## src/rtl/down_timer.sv

```systemverilog
// Loadable down counter/timer with valid/ready load, pause/resume and optional auto-reload.
// Optional prescaler enabled by defining DOWN_TIMER_PRESCALE_EN (PRESCALE_DIV clocks per decrement).
//
// state   | meaning
// IDLE    | nothing loaded since reset; only a load leaves
// ARMED   | value loaded or run paused; start begins/resumes counting
// RUN     | counting down; loads refused
// EXPIRED | reached zero; start restarts from the reload value
module down_timer #(
  parameter int WIDTH        = 8,
  parameter int PRESCALE_DIV = 4
) (
  input  logic             clk,
  input  logic             rst,
  input  logic             load_valid,
  output logic             load_ready,
  input  logic [WIDTH-1:0] load_value,
  input  logic             start,
  input  logic             stop,
  input  logic             auto_reload,
  output logic [WIDTH-1:0] count,
  output logic             busy,
  output logic             done,
  output logic [1:0]       state
);

  typedef enum logic [1:0] {
    S_IDLE    = 2'd0,
    S_ARMED   = 2'd1,
    S_RUN     = 2'd2,
    S_EXPIRED = 2'd3
  } state_t;

  state_t           state_q, state_d;
  logic [WIDTH-1:0] count_d;
  logic [WIDTH-1:0] reload_q, reload_d;
  logic             done_d;
  logic             tick;

  if (PRESCALE_DIV < 2 || PRESCALE_DIV > 16) begin : g_bad_div
    $error("down_timer: PRESCALE_DIV must be in 2..16");
  end

`ifdef DOWN_TIMER_PRESCALE_EN
  localparam int PW = $clog2(PRESCALE_DIV + 1);
  logic [PW-1:0] presc_q;

  assign tick = (presc_q == PW'(PRESCALE_DIV - 1));

  // Held at zero outside RUN so every run segment starts a full period.
  always_ff @(posedge clk or negedge rst) begin
    if (!rst) begin
      presc_q <= '0;
    end else if (state_q != S_RUN || state_d != S_RUN || tick) begin
      presc_q <= '0;
    end else begin
      presc_q <= presc_q + PW'(1);
    end
  end
`else
  assign tick = 1'b1;
`endif

  always_comb begin
    state_d  = state_q;
    count_d  = count;
    reload_d = reload_q;
    done_d   = 1'b0;
    case (state_q)
      S_RUN: begin
        if (stop) begin
          state_d = S_ARMED;
        end else if (tick) begin
          if (count > WIDTH'(1)) begin
            count_d = count - WIDTH'(1);
          end else begin
            done_d = 1'b1;
            if (auto_reload) begin
              count_d = reload_q;
            end else begin
              count_d = '0;
              state_d = S_EXPIRED;
            end
          end
        end
      end
      default: begin
        if (load_valid) begin
          count_d  = load_value;
          reload_d = load_value;
          state_d  = S_ARMED;
        end else if (start && state_q == S_ARMED) begin
          if (count != '0) begin
            state_d = S_RUN;
          end else begin
            done_d  = 1'b1;
            state_d = S_EXPIRED;
          end
        end else if (start && state_q == S_EXPIRED) begin
          if (reload_q != '0) begin
            count_d = reload_q;
            state_d = S_RUN;
          end else begin
            done_d = 1'b1;
          end
        end
      end
    endcase
  end

  always_ff @(posedge clk or negedge rst) begin
    if (!rst) begin
      state_q  <= S_IDLE;
      count    <= '0;
      reload_q <= '0;
      done     <= 1'b0;
      busy     <= 1'b0;
    end else begin
      state_q  <= state_d;
      count    <= count_d;
      reload_q <= reload_d;
      done     <= done_d;
      busy     <= (state_d == S_RUN);
    end
  end

  assign state      = state_q;
  assign load_ready = (state_q != S_RUN);

endmodule

```

## config.mk

```make
export PLATFORM = sky130hd
export DESIGN_NAME = down_timer
export DESIGN_NICKNAME = d
export VERILOG_FILES = /design/src/rtl/down_timer.sv
export SDC_FILE = /design/constraint.sdc
export NUM_CORES = 1
export LEC_CHECK = 0
export BUFFER_PORTS_ARGS = -buffer_cell sky130_fd_sc_hd__buf_4
export CAP_MARGIN = 20
export CORE_MARGIN = 2
export CORE_UTILIZATION = 60
export CTS_BUF_LIST = sky130_fd_sc_hd__clkbuf_8
export DETAILED_ROUTE_END_ITERATION = 8
export PLACE_DENSITY = 0.95
export SYNTH_ARGS = -nofsm -noshare
export SYNTH_HDL_FRONTEND = slang
export SYNTH_SLANG_ARGS = --single-unit
```

## constraint.sdc

```tcl
create_clock -name clk -period 5.12 [get_ports clk]
set_clock_uncertainty 0.05 [all_clocks]
set_input_delay 1.024 -clock clk [delete_from_list [all_inputs] [get_ports clk]]
set_output_delay 1.024 -clock clk [all_outputs]
set_load 0.02 [all_outputs]
```

After elaboration in Yosys (flattened, before gate mapping)
Cells that the tools add are included.
- add/subtract/negate cells: 1
- $lt $le $gt $ge: 1
- equality and inequality tests: 7
- mux-type cells: 25
- bitwise operators: 1
- reductions and logical operators: 8
- operators with widths (operator ; number):
    8-bit 2-to-1 mux ; 8
    2-bit 2-to-1 mux ; 8
    8-bit nonzero test ; 2
    1-bit 2-to-1 mux ; 9
    8-bit by 1-bit > comparator with 1-bit output, second input constant ; 1
    8-bit by 1-bit subtractor with 8-bit output, second input constant ; 1
    2-bit equality test, second input constant ; 3
    3-bit nonzero test ; 2
    2-bit inequality test, second input constant ; 2
    4-bit AND reduction ; 1
    3-bit by 2-bit inequality test with 1-bit output, second input constant ; 1
    2-bit by 1-bit equality test with 1-bit output, second input constant ; 1
    1-bit logical AND ; 2
    2-bit AND reduction ; 1
    1-bit NOT ; 1
- bits in registers: 20
- input port bits: 14
- output and inout bits: 13
- logic and storage cells: 48

Logic depth before layout (Yosys ltp)
Gate-level depths: netlist of run 1.
- depth in word-level cells: 7
- mapped depth: 7
- depth with buffers taken out: 7

Worst setup path before layout of run 1
Ideal clock, no wire load.
- kind: register -> output
- from: register state_q[1], in the netlist state[1]
- to: output port load_ready
- data arrival time: 1.151 ns
- required time: 4.046 ns
- slack: 2.895 ns
- cell stages (with the launch flop): 5
- path buffers: 2
- cells stage by stage: dfrtp_1 nor2b_1 buf_4 inv_1 buf_2
- longest elaborated chain between the ends: 1
- RTL lines (element ; line ; source):
    start, declared ; 34 ; state_t state_q, state_d;
    start signal, assigned ; 119 ; state_q <= state_d;
    2-bit inequality test ; 128 ; assign load_ready = (state_q != S_RUN);
    end, declared ; 16 ; output logic load_ready,
No other way between the ends.

Worst setup path after layout of run 1
- from: register state_q[0], in the netlist state[0]
- to: output port load_ready
The elaborated chain is that of the path after synthesis.

==> results of run 1 <==
==> per-stage QoR <==
stage	utilization [%]	hold WS, ns	power (mW)	cells	setup slack, ns
2_1_floorplan	-	0.494	0.350	123	2.89
3_3_place_gp	73.5	0.512	0.408	170	2.55
3_5_place_dp	73.5	0.530	0.418	170	2.46
4_1_cts	76.3	0.556	0.540	174	2.14
5_1_grt	76.3	0.574	0.569	174	1.96
6_report	76.3	0.554	0.542	174	2.06
==> how the worst min path moves through the flow <==
stage	start	end	depth (start not counted)
6_report	reload_q[0]	reload_q[0]	1
5_1_grt	reload_q[5]	reload_q[5]	1
4_1_cts	reload_q[3]	reload_q[3]	1
3_5_place_dp	reload_q[3]	reload_q[3]	1
3_3_place_gp	reload_q[6]	reload_q[6]	1
2_1_floorplan	reload_q[0]	reload_q[0]	1
==> critical path: cells and delay by family, from the launching register on <==
family                 cells  cell delay, ns
buffers and inverters      2            0.68
AND/OR/NAND/NOR            1            0.59
flip-flops                 1            0.45
==> power groups by stage <==
stage | Combinational (mW) | Clock [mW] | Sequential (mW)
2_1_floorplan | 0.105 | 0 | 0.246
3_3_place_gp | 0.179 | 0 | 0.228
3_5_place_dp | 0.185 | 0 | 0.233
4_1_cts | 0.188 | 0.122 | 0.230
5_1_grt | 0.202 | 0.131 | 0.236
6_report | 0.189 | 0.121 | 0.231
==> cell families (layout without fill, tap and decap cells) <==
| family | count (synthesis) | count (layout) | synth area share [%] |
|---|---|---|---|
| adders and majority gates | 2 | 2 | 1.96 |
| muxes | 18 | 18 | 15.0 |
| AOI/OAI and AO/OA | 39 | 39 | 22.5 |
| DFF | 20 | 20 | 39.3 |
| xor gates and xnor gates | 3 | 3 | 2.06 |
| and+or+nand+nor | 29 | 29 | 13.7 |
| buffers and inverters | 12 | 36 | 5.50 |
==> placed cells by master (no fill, tap or decap), types with 2 or more instances in the layout <==
cell,n
dfrtp_1,20
mux2i_1,9
xnor2_1,3
o21ai_1,2
nor2b_1,2
a21oi_1,7
a31oi_1,4
clkbuf_8,4
nand2_1,6
nand3_1,5
a22o_1,5
o21ai_0,6
nor2_1,9
ha_1,2
buf_4,26
inv_1,6
o211ai_1,2
mux2_2,9
nor4_2,2
==> registers in the layout (all words and copies together), names as in the netlist <==
signal and cells:
busy 1, reload_q 8, done 1, count 8, state 2
==> final cells by class <==
class,instances,area share [%]
multi-input combinational,91,46.6
sequential,20,33.1
timing repair buffer,26,12.9
clock buffer,4,3.64
tap,27,2.24
inverter,6,1.49
==> metal layers <==
layer	share of wire, %	track usage [%]
met1	39	33.9
met2	48	43.0
met3	8.8	5.76
met4	4.1	12.5
met5	0	0
==> metrics, run 1 <==
result of the run finished clean; cell area after placement 0.00146 mm²; floorplan die area 0.00251 mm²; area of combinational cells with multiple inputs 704 µm²; final-layout setup total negative slack 0 ns; peak supply drop 0.286 mV; Slew @ Worst Pin 0.707 ns; number of buffers added to fix hold violations after cts 0; ys async rst share 100%; Synth top cells by count dfrtp_1 (20), mux2_2 (9), mux2i_1 (9), nor2_1 (9), a21oi_1 (7); # rows 16; maximum achievable frequency 327 MHz; Yosys warnings 0; total wire length after detailed routing 3.11 mm; Longest Clk Path Bufs 2; Sinks on Clock Net 20; ant diodes 0; chip height 50.1 µm; top post-synthesis cells by area dfrtp_1 (39%), mux2_2 (7.9%), mux2i_1 (7.1%), a22o_1 (3.4%), a21oi_1 (2.7%); worst path cell trace nor2b_1, inv_1, buf_4; # DRC 0; vias in the first global route 1063; final period utilization 59.7%; area grow syn2layout 18.5%; Int Pwr 0.342 mW; RSZ-0062 raised after global routing false; insertion delay to the later sink of the worst-skew pair 0.26 ns; cell with the largest stage delay on the worst path nor2b_1; aggregate global routing overflow 0; sequential-to-total area share from yosys stat 39.3%; Pre-antenna DRT Iters 5; count leader, synth dfrtp_1; Starting Density 64.3%; maximum fanout encountered on the critical timing path 15; clock slew at reported path FFs 0.07 ns; proportion of power drawn by the clock network 22.3%; kind of start point of the critical path flip-flop; worst r2r path cells 4; final-layout fill cell count 127; area of all placed cells without fillers 0.00151 mm²; gate count of the mapped netlist 123; top-area cell type share of the netlist area 39.3%; syn_area_per_cell 10.4 µm²; switching share of power 36.8%; Sequential cell area 500 µm²; most used flip-flop cell after synthesis dfrtp_1; leading area contributor after synthesis dfrtp_1; final hold violations 0; initial antenna violation count 0; top-level port count 27; first-pass GRT wire length 5.04 mm; min Tclk post-route 3.06 ns; quantity of I/O buffers inserted on ports 26; combined global-route utilization of all metal layers 26.7%; worst endpoint required time 4.05 ns; mean number of vias per cell 6.52; count of vias placed by the detailed router 1135; power per unit of standard cell area 358 mW/mm²; combinational cell fraction of total power 35.0%; leakage component of the power 0.665 nW; Min-Delay Path Class flip-flop to flip-flop; Data arrival, critical path 1.98 ns; pin count of the biggest net entering global routing 21; capturing point of the worst reg2reg path reload_q[1]; distinct cell type count after synthesis 40; share of post-route cells with drive strength above 1 34.0%; Post-synth EDFFs 0; Die Span X 50.1 µm; sequential fraction of design power 42.7%; H-tree level count 1; mean routed wirelength per cell 17.9 µm; setup slack of the most critical reg-to-reg path 2.71 ns; DRC violation total after the first TritonRoute iteration 87; CTS tree yes; Post-layout nets 164; syn nets 139; area of the core 0.00198 mm²; number of violations of the max-capacitance limit 0; worst setup path start state[0]; number of pins exceeding their max-slew limit in the final report 0; switching power 0.199 mW; library cell used as clock root buffer clkbuf_8; final setup violation count 0; critical path endpoint category output pin; headroom to the max-slew limit 52.8%; critical path's largest stage delay 0.59 ns; startpoint of the most critical register-to-register path state[0]; area of the mapped netlist 0.00127 mm²; Critical Path Sink load_ready; number of CTS-inserted buffers 3; total of flip-flops plus latches after synthesis 20; class of the most critical setup path flip-flop to output pin; Routability Congestion 0.869; post-CTS repair timing setup buffer count 0; count of nets left with antenna violations after detail routing 0; Gates resized, CTS repair 0; HPWL after detailed placement 2.21 mm
No activity file was read; power rests on OpenSTA's default activity.
==> inputs of run 2 (changes only) <==
--- a/config.mk
+++ b/config.mk
@@ -5,13 +5,14 @@
 export SDC_FILE = /design/constraint.sdc
 export NUM_CORES = 1
 export LEC_CHECK = 0
+export ABC_AREA = 1
 export BUFFER_PORTS_ARGS = -buffer_cell sky130_fd_sc_hd__buf_4
 export CAP_MARGIN = 20
 export CORE_MARGIN = 2
-export CORE_UTILIZATION = 60
+export CORE_UTILIZATION = 51
 export CTS_BUF_LIST = sky130_fd_sc_hd__clkbuf_8
 export DETAILED_ROUTE_END_ITERATION = 8
-export PLACE_DENSITY = 0.95
+export PLACE_DENSITY = 0.89
 export SYNTH_ARGS = -nofsm -noshare
 export SYNTH_HDL_FRONTEND = slang
 export SYNTH_SLANG_ARGS = --single-unit
==> constraint.sdc (replaced) <==
create_clock -name clk -period 2.8 [get_ports clk]
set_clock_uncertainty 0.05 [all_clocks]
set_input_delay 0.56 -clock clk [delete_from_list [all_inputs] [get_ports clk]]
set_output_delay 0.56 -clock clk [all_outputs]
set_load 0.02 [all_outputs]
==> metrics, run 2 <==
syn nets 206 (+48%); number of buffers added to fix hold violations after cts 0 (unchanged); top library cells by usage in the layout, fill and taps aside nand2_1 (52), buf_4 (26), inv_1 (23); Slew @ Worst Pin 0.317 ns (-0.390 ns); maximum achievable frequency 565 MHz; # rows 19 (+3); RSZ-0062 raised after global routing false; DRC violation total after the first TritonRoute iteration 33 (-62%); distinct cell type count after synthesis 31 (-23%); Met2 Routed Length 1.45 mm (-3.9%); vias in the first global route 1176 (+11%); chip height 56.6 µm (+13%); Routability Congestion 0.884 (+1.7%); total of flip-flops plus latches after synthesis 20 (unchanged); most used flip-flop cell after synthesis dfrtp_1; CTS tree yes; number of CTS-inserted buffers 3 (unchanged); class of the most critical setup path flip-flop to flip-flop; count of vias placed by the detailed router 1281 (+13%); gate count of the mapped netlist 190 (+54%); worst path cell trace inv_1, ha_1, nor2_1, nor2_1, nand2_2, nand2_1, o21ai_1, nand2_1, nand2_1, nand2_1, nand2_1; Min-Delay Path Class input pin to async pin; final-layout setup total negative slack 0 ns (unchanged); sequential-to-total area share from yosys stat 35.4% (-3.8 points); Pre-antenna DRT Iters 4 (-1); Die Span X 56.6 µm (+13%); leading area contributor after synthesis dfrtp_1; share of post-route cells with drive strength above 1 27.5% (-6.5 points); worst endpoint required time 2.90 ns (-1.15 ns); top post-synthesis cells by area dfrtp_1 (35%), nand2_1 (14%), inv_1 (6.1%), nand3_1 (5.0%), nor2_1 (4.8%); top-level port count 27 (unchanged); ant diodes 0 (unchanged); insertion delay to the later sink of the worst-skew pair 0.26 ns (about the same); Sinks on Clock Net 20 (unchanged); mean number of vias per cell 5.14 (-21%); number of pins exceeding their max-slew limit in the final report 0 (unchanged); first-pass GRT wire length 5.26 mm (+4.4%); worst path buffer plus inverter count 1 (-1); headroom to the max-slew limit 78.6% (+26 points); Fin Hold WS 0.109 ns (-0.445 ns); aggregate global routing overflow 0 (unchanged); final-layout fill cell count 223 (+76%); peak supply drop 0.505 mV (+77%); kind of start point of the critical path flip-flop; cell type group with the largest total delay on the critical path simple AND/OR/NAND/NOR gates; final period utilization 63.2%; combined global-route utilization of all metal layers 21.1% (-5.6 points); count of nets left with antenna violations after detail routing 0 (unchanged); total wire length after detailed routing 3.05 mm (-1.9%); Longest Clk Path Bufs 2 (unchanged); Post-layout nets 235 (+43%); leakage component of the power 0.896 nW (+35%); area grow syn2layout 19.3%; Synth top cells by count nand2_1 (52), inv_1 (23), dfrtp_1 (20); library cell used as clock root buffer clkbuf_8; HPWL after detailed placement 2.31 mm (+4.4%); area of the mapped netlist 0.00141 mm² (+11%); top-area cell type share of the netlist area 35.4% (-3.8 points); cell with the largest stage delay on the worst path dfrtp_1; post-CTS repair timing setup buffer count 0 (unchanged); syn_area_per_cell 7.43 µm² (-28%); count leader, synth nand2_1; H-tree level count 1 (unchanged); initial antenna violation count 0 (unchanged); pin count of the biggest net entering global routing 21 (unchanged); clock slew at reported path FFs 0.08 ns (about the same); Starting Density 52.6% (-12 points); result of the run finished clean; floorplan die area 0.00321 mm² (+28%); mean routed wirelength per cell 12.3 µm (-31%); Gates resized, CTS repair 0 (unchanged); Post-synth EDFFs 0 (unchanged); commonest non-fill, non-tap cell in the layout nand2_1; maximum fanout encountered on the critical timing path 10 (-5); post-route met1 wirelength 1.46 mm (+21%); area of the core 0.00269 mm² (+36%); top sig layer met4; # DRC 0 (unchanged); number of violations of the max-capacitance limit 0 (unchanged); critical path endpoint category flip-flop; Data arrival, critical path 1.87 ns (-0.11 ns); final hold violations 0 (unchanged); power per unit of standard cell area 707 mW/mm² (+97%); quantity of I/O buffers inserted on ports 26 (unchanged); min Tclk post-route 1.77 ns; Yosys warnings 0 (unchanged); met3 WL post-DR 97 µm (-65%); cell repeated most along the worst path nand2_1; final setup violation count 0 (unchanged); critical path's largest stage delay 0.41 ns (-0.18 ns); ys async rst share 100% (unchanged)
[run 2: cell type report]
type / count / area [µm²] / area share, %
clock buffer: 4 / 55.1 / 3.27
inverter: 29 / 124 / 7.35
multi-input combinational: 139 / 772 / 45.8
sequential: 20 / 500 / 29.7
tap: 31 / 38.8 / 2.30
timing repair buffer: 26 / 195 / 11.6
[run 2: worst paths after layout]
path                       cells past startpoint  slack (ns)  endpoint  startpoint
max reg2reg                                   11        1.03  count[0]    count[0]
min in group clk                               2        0.49  count[0]    count[0]
min reg2reg                                    2        0.49  count[0]    count[0]
max                                           11        1.03  count[0]    count[0]
min                                            1        0.11  state[0]         rst
max in group asynchronous                      1        2.38  count[0]         rst
[run 2: power by group]
part           internal (mW)  total [mW]  switching [mW]
registers              0.348       0.430          0.0818
clock network          0.125       0.223          0.0977
logic                  0.214       0.540           0.326
[run 2: per-layer routing]
layer | vias to the layer above | track usage, %
met3 | 5 | 2.76
met1 | 579 | 28.8
li1 | 658 | -
met5 | - | 0
met2 | 39 | 33.6
met4 | 0 | 9.18
[run 2: per-stage QoR]
step	utilization (%)	std cells	worst slack [ns]	cell area (µm²)	power, mW
after global placement	60.7	245	1.11	1630	0.960
after detailed placement	60.7	245	1.06	1630	0.969
after global routing	62.7	249	0.872	1690	1.28
after CTS	62.7	249	1.03	1690	1.20
after floorplan	-	190	1.12	1410	0.809
final	62.7	249	1.03	1690	1.19
[run 2: logic make-up (layout without fill, tap and decap cells)]
family,count (synthesis),in the layout,synth area share (%)
simple gates,102,102,35.6
fa+ha+maj,2,2,1.77
xor+xnor,1,1,0.620
flops,20,20,35.4
buf+inv,31,59,9.92
compound gates,31,31,14.3
mux,3,3,2.39
==> inputs of run 3 (changes only) <==
--- a/config.mk
+++ b/config.mk
@@ -9,10 +9,10 @@
 export BUFFER_PORTS_ARGS = -buffer_cell sky130_fd_sc_hd__buf_4
 export CAP_MARGIN = 20
 export CORE_MARGIN = 2
-export CORE_UTILIZATION = 51
+export CORE_UTILIZATION = 57
 export CTS_BUF_LIST = sky130_fd_sc_hd__clkbuf_8
 export DETAILED_ROUTE_END_ITERATION = 8
-export PLACE_DENSITY = 0.89
+export PLACE_DENSITY = 0.94
 export SYNTH_ARGS = -nofsm -noshare
 export SYNTH_HDL_FRONTEND = slang
 export SYNTH_SLANG_ARGS = --single-unit
==> constraint.sdc (replaced) <==
create_clock -name clk -period 1.8 [get_ports clk]
set_clock_uncertainty 0.05 [all_clocks]
set_input_delay 0.36 -clock clk [delete_from_list [all_inputs] [get_ports clk]]
set_output_delay 0.36 -clock clk [all_outputs]
set_load 0.02 [all_outputs]
==> metrics, run 3 (synthesis gave the netlist of run 2 again) <==
# rows 18 (-1); first-pass GRT wire length 5.24 mm (-0.38%); Hold Crit Start load_value[6]; headroom to the max-slew limit 77.9% (-0.75 points); Die Span X 53.8 µm (-5.0%); final-layout setup total negative slack 0 ns (unchanged); CTS tree yes; share of post-route cells with drive strength above 1 28.8% (+1.3 points); min Tclk post-route 1.62 ns (-0.151 ns); combined global-route utilization of all metal layers 24.7% (+3.6 points); result of the run finished clean; class of the most critical setup path flip-flop to flip-flop; critical path endpoint category flip-flop; area grow syn2layout 22.0%; number of CTS-inserted buffers 3 (unchanged); area of combinational cells with multiple inputs 785 µm² (+1.6%); final setup violation count 0 (unchanged); HPWL after detailed placement 2.34 mm (+1.6%); mean routed wirelength per cell 12.5 µm (+2.3%); top-level port count 27 (unchanged); capturing point of the worst reg2reg path count[1]; initial antenna violation count 0 (unchanged); H-tree level count 1 (unchanged); Int Pwr 1.05 mW (+53%); floorplan die area 0.00289 mm² (-9.8%); startpoint of the most critical register-to-register path count[1]; peak supply drop 0.729 mV (+44%); Data arrival, critical path 1.71 ns (-0.16 ns); top library cells by usage in the layout, fill and taps aside nand2_1 (52), buf_4 (30), inv_1 (23); cell area after placement 0.00164 mm² (+0.38%); count of vias placed by the detailed router 1361 (+6.2%); final hold violations 0 (unchanged); DRC violation total after the first TritonRoute iteration 72 (+120%); Sinks on Clock Net 20 (unchanged); total wire length after detailed routing 3.16 mm (+3.5%); count of nets left with antenna violations after detail routing 0 (unchanged); area of all placed cells without fillers 0.00172 mm² (+2.2%); aggregate global routing overflow 0 (unchanged); endpoint with the worst hold slack reload_q[6]; number of pins exceeding their max-slew limit in the final report 0 (unchanged); proportion of power drawn by the clock network 16.0% (-2.7 points); mean number of vias per cell 5.40 (+5.0%); library cell used as clock root buffer clkbuf_8; pin count of the biggest net entering global routing 21 (unchanged); worst r2r path cells 11 (unchanged); insertion delay to the later sink of the worst-skew pair 0.26 ns (about the same); # DRC 0 (unchanged); Starting Density 58.6% (+6.0 points); switching share of power 43.1% (+0.76 points); kind of start point of the critical path flip-flop; chip height 53.8 µm (-5.0%); maximum achievable frequency 618 MHz (+9.4%); worst endpoint required time 1.89 ns (-1.01 ns); vias in the first global route 1225 (+4.2%); post-layout utilization of the core 71.5% (+8.8 points); hold depth 3; Sequential cell area 500 µm² (unchanged); final period utilization 89.9% (+27 points); commonest non-fill, non-tap cell in the layout nand2_1; sequential fraction of design power 36.1% (about the same); clock slew at reported path FFs 0.07 ns (about the same); area of the core 0.00241 mm² (-10%); leakage component of the power 0.910 nW (+1.6%); Longest Clk Path Bufs 2 (unchanged); combinational cell fraction of total power 47.9% (+2.6 points); final-layout fill cell count 182 (-18%); number of violations of the max-capacitance limit 0 (unchanged); ant diodes 0 (unchanged); power per unit of standard cell area 1080 mW/mm² (+52%); Post-layout nets 240 (+2.1%); switching power 0.799 mW (+58%); Routability Congestion 0.927 (+4.8%); setup slack of the most critical reg-to-reg path 0.18 ns (-0.85 ns); quantity of I/O buffers inserted on ports 26 (unchanged); Min-Delay Path Class input pin to flip-flop; RSZ-0062 raised after global routing false; Slew @ Worst Pin 0.328 ns (+0.0111 ns); Pre-antenna DRT Iters 4 (unchanged); maximum fanout encountered on the critical timing path 9 (-1)
run 3: through the flow:
stage          cells  total power [mW]  setup slack, ns  hold WS, ns
2_1_floorplan    190              1.26            0.121       0.0144
3_3_place_gp     245              1.50            0.206        0.200
3_5_place_dp     245              1.52            0.151        0.200
4_1_cts          249              1.82           0.0444        0.292
5_1_grt          252              2.00          0.00895        0.294
6_report         252              1.85            0.182        0.286
run 3: layer usage:
layer  GRT usage, %  vias up  share of wire [%]
li1               -      671                  -
met2           42.9       61                 50
met3           3.61        8                6.6
met1           32.0      621                 42
met4           6.41        0                1.5
met5              0        -                  0
run 3: layout make-up:
| class | count | area share, % |
|---|---|---|
| repair buffers | 31 | 13.7 |
| multi-input cells | 139 | 45.5 |
| flip-flops and latches | 20 | 29.0 |
| well taps | 30 | 2.18 |
| clock buffers | 3 | 2.40 |
| inverters | 29 | 7.19 |
run 3: critical path: stages (launching register included):
cell	delay, ns
dfrtp_1	0.41
inv_1	0.12
ha_1	0.20
nor2_1	0.06
nor2_1	0.13
nand2_2	0.14
nand2_1	0.10
o21ai_1	0.06
nand2_1	0.06
nand2_1	0.05
nand2_1	0.07
nand2_1	0.07
run 3: power by group through the flow:
stage / clock network (mW) / registers, mW / logic [mW]
after floorplan: 0 / 0.733 / 0.526
after global placement: 0 / 0.671 / 0.828
after detailed placement: 0 / 0.677 / 0.842
after CTS: 0.292 / 0.669 / 0.859
after global routing: 0.318 / 0.685 / 0.994
final: 0.296 / 0.670 / 0.887
run 3: how the worst max path moves through the flow:
| stage | from | slack (ns) | end |
|---|---|---|---|
| floorplan | count[0] | 0.12 | count[3] |
| global placement | count[0] | 0.21 | count[1] |
| detailed placement | count[0] | 0.15 | count[1] |
| CTS | count[0] | 0.04 | count[1] |
| global route | count[1] | 0.009 | count[1] |
| finish | count[1] | 0.18 | count[1] |
run 3: what timing repair did:
action / CTS / global route
hold buffers: 1 / 0
buffers inserted: 0 / 3
setup endpoints to repair: 0 / 4
endpoints found under the hold margin: 20 / 0
gates resized for setup: 0 / 2
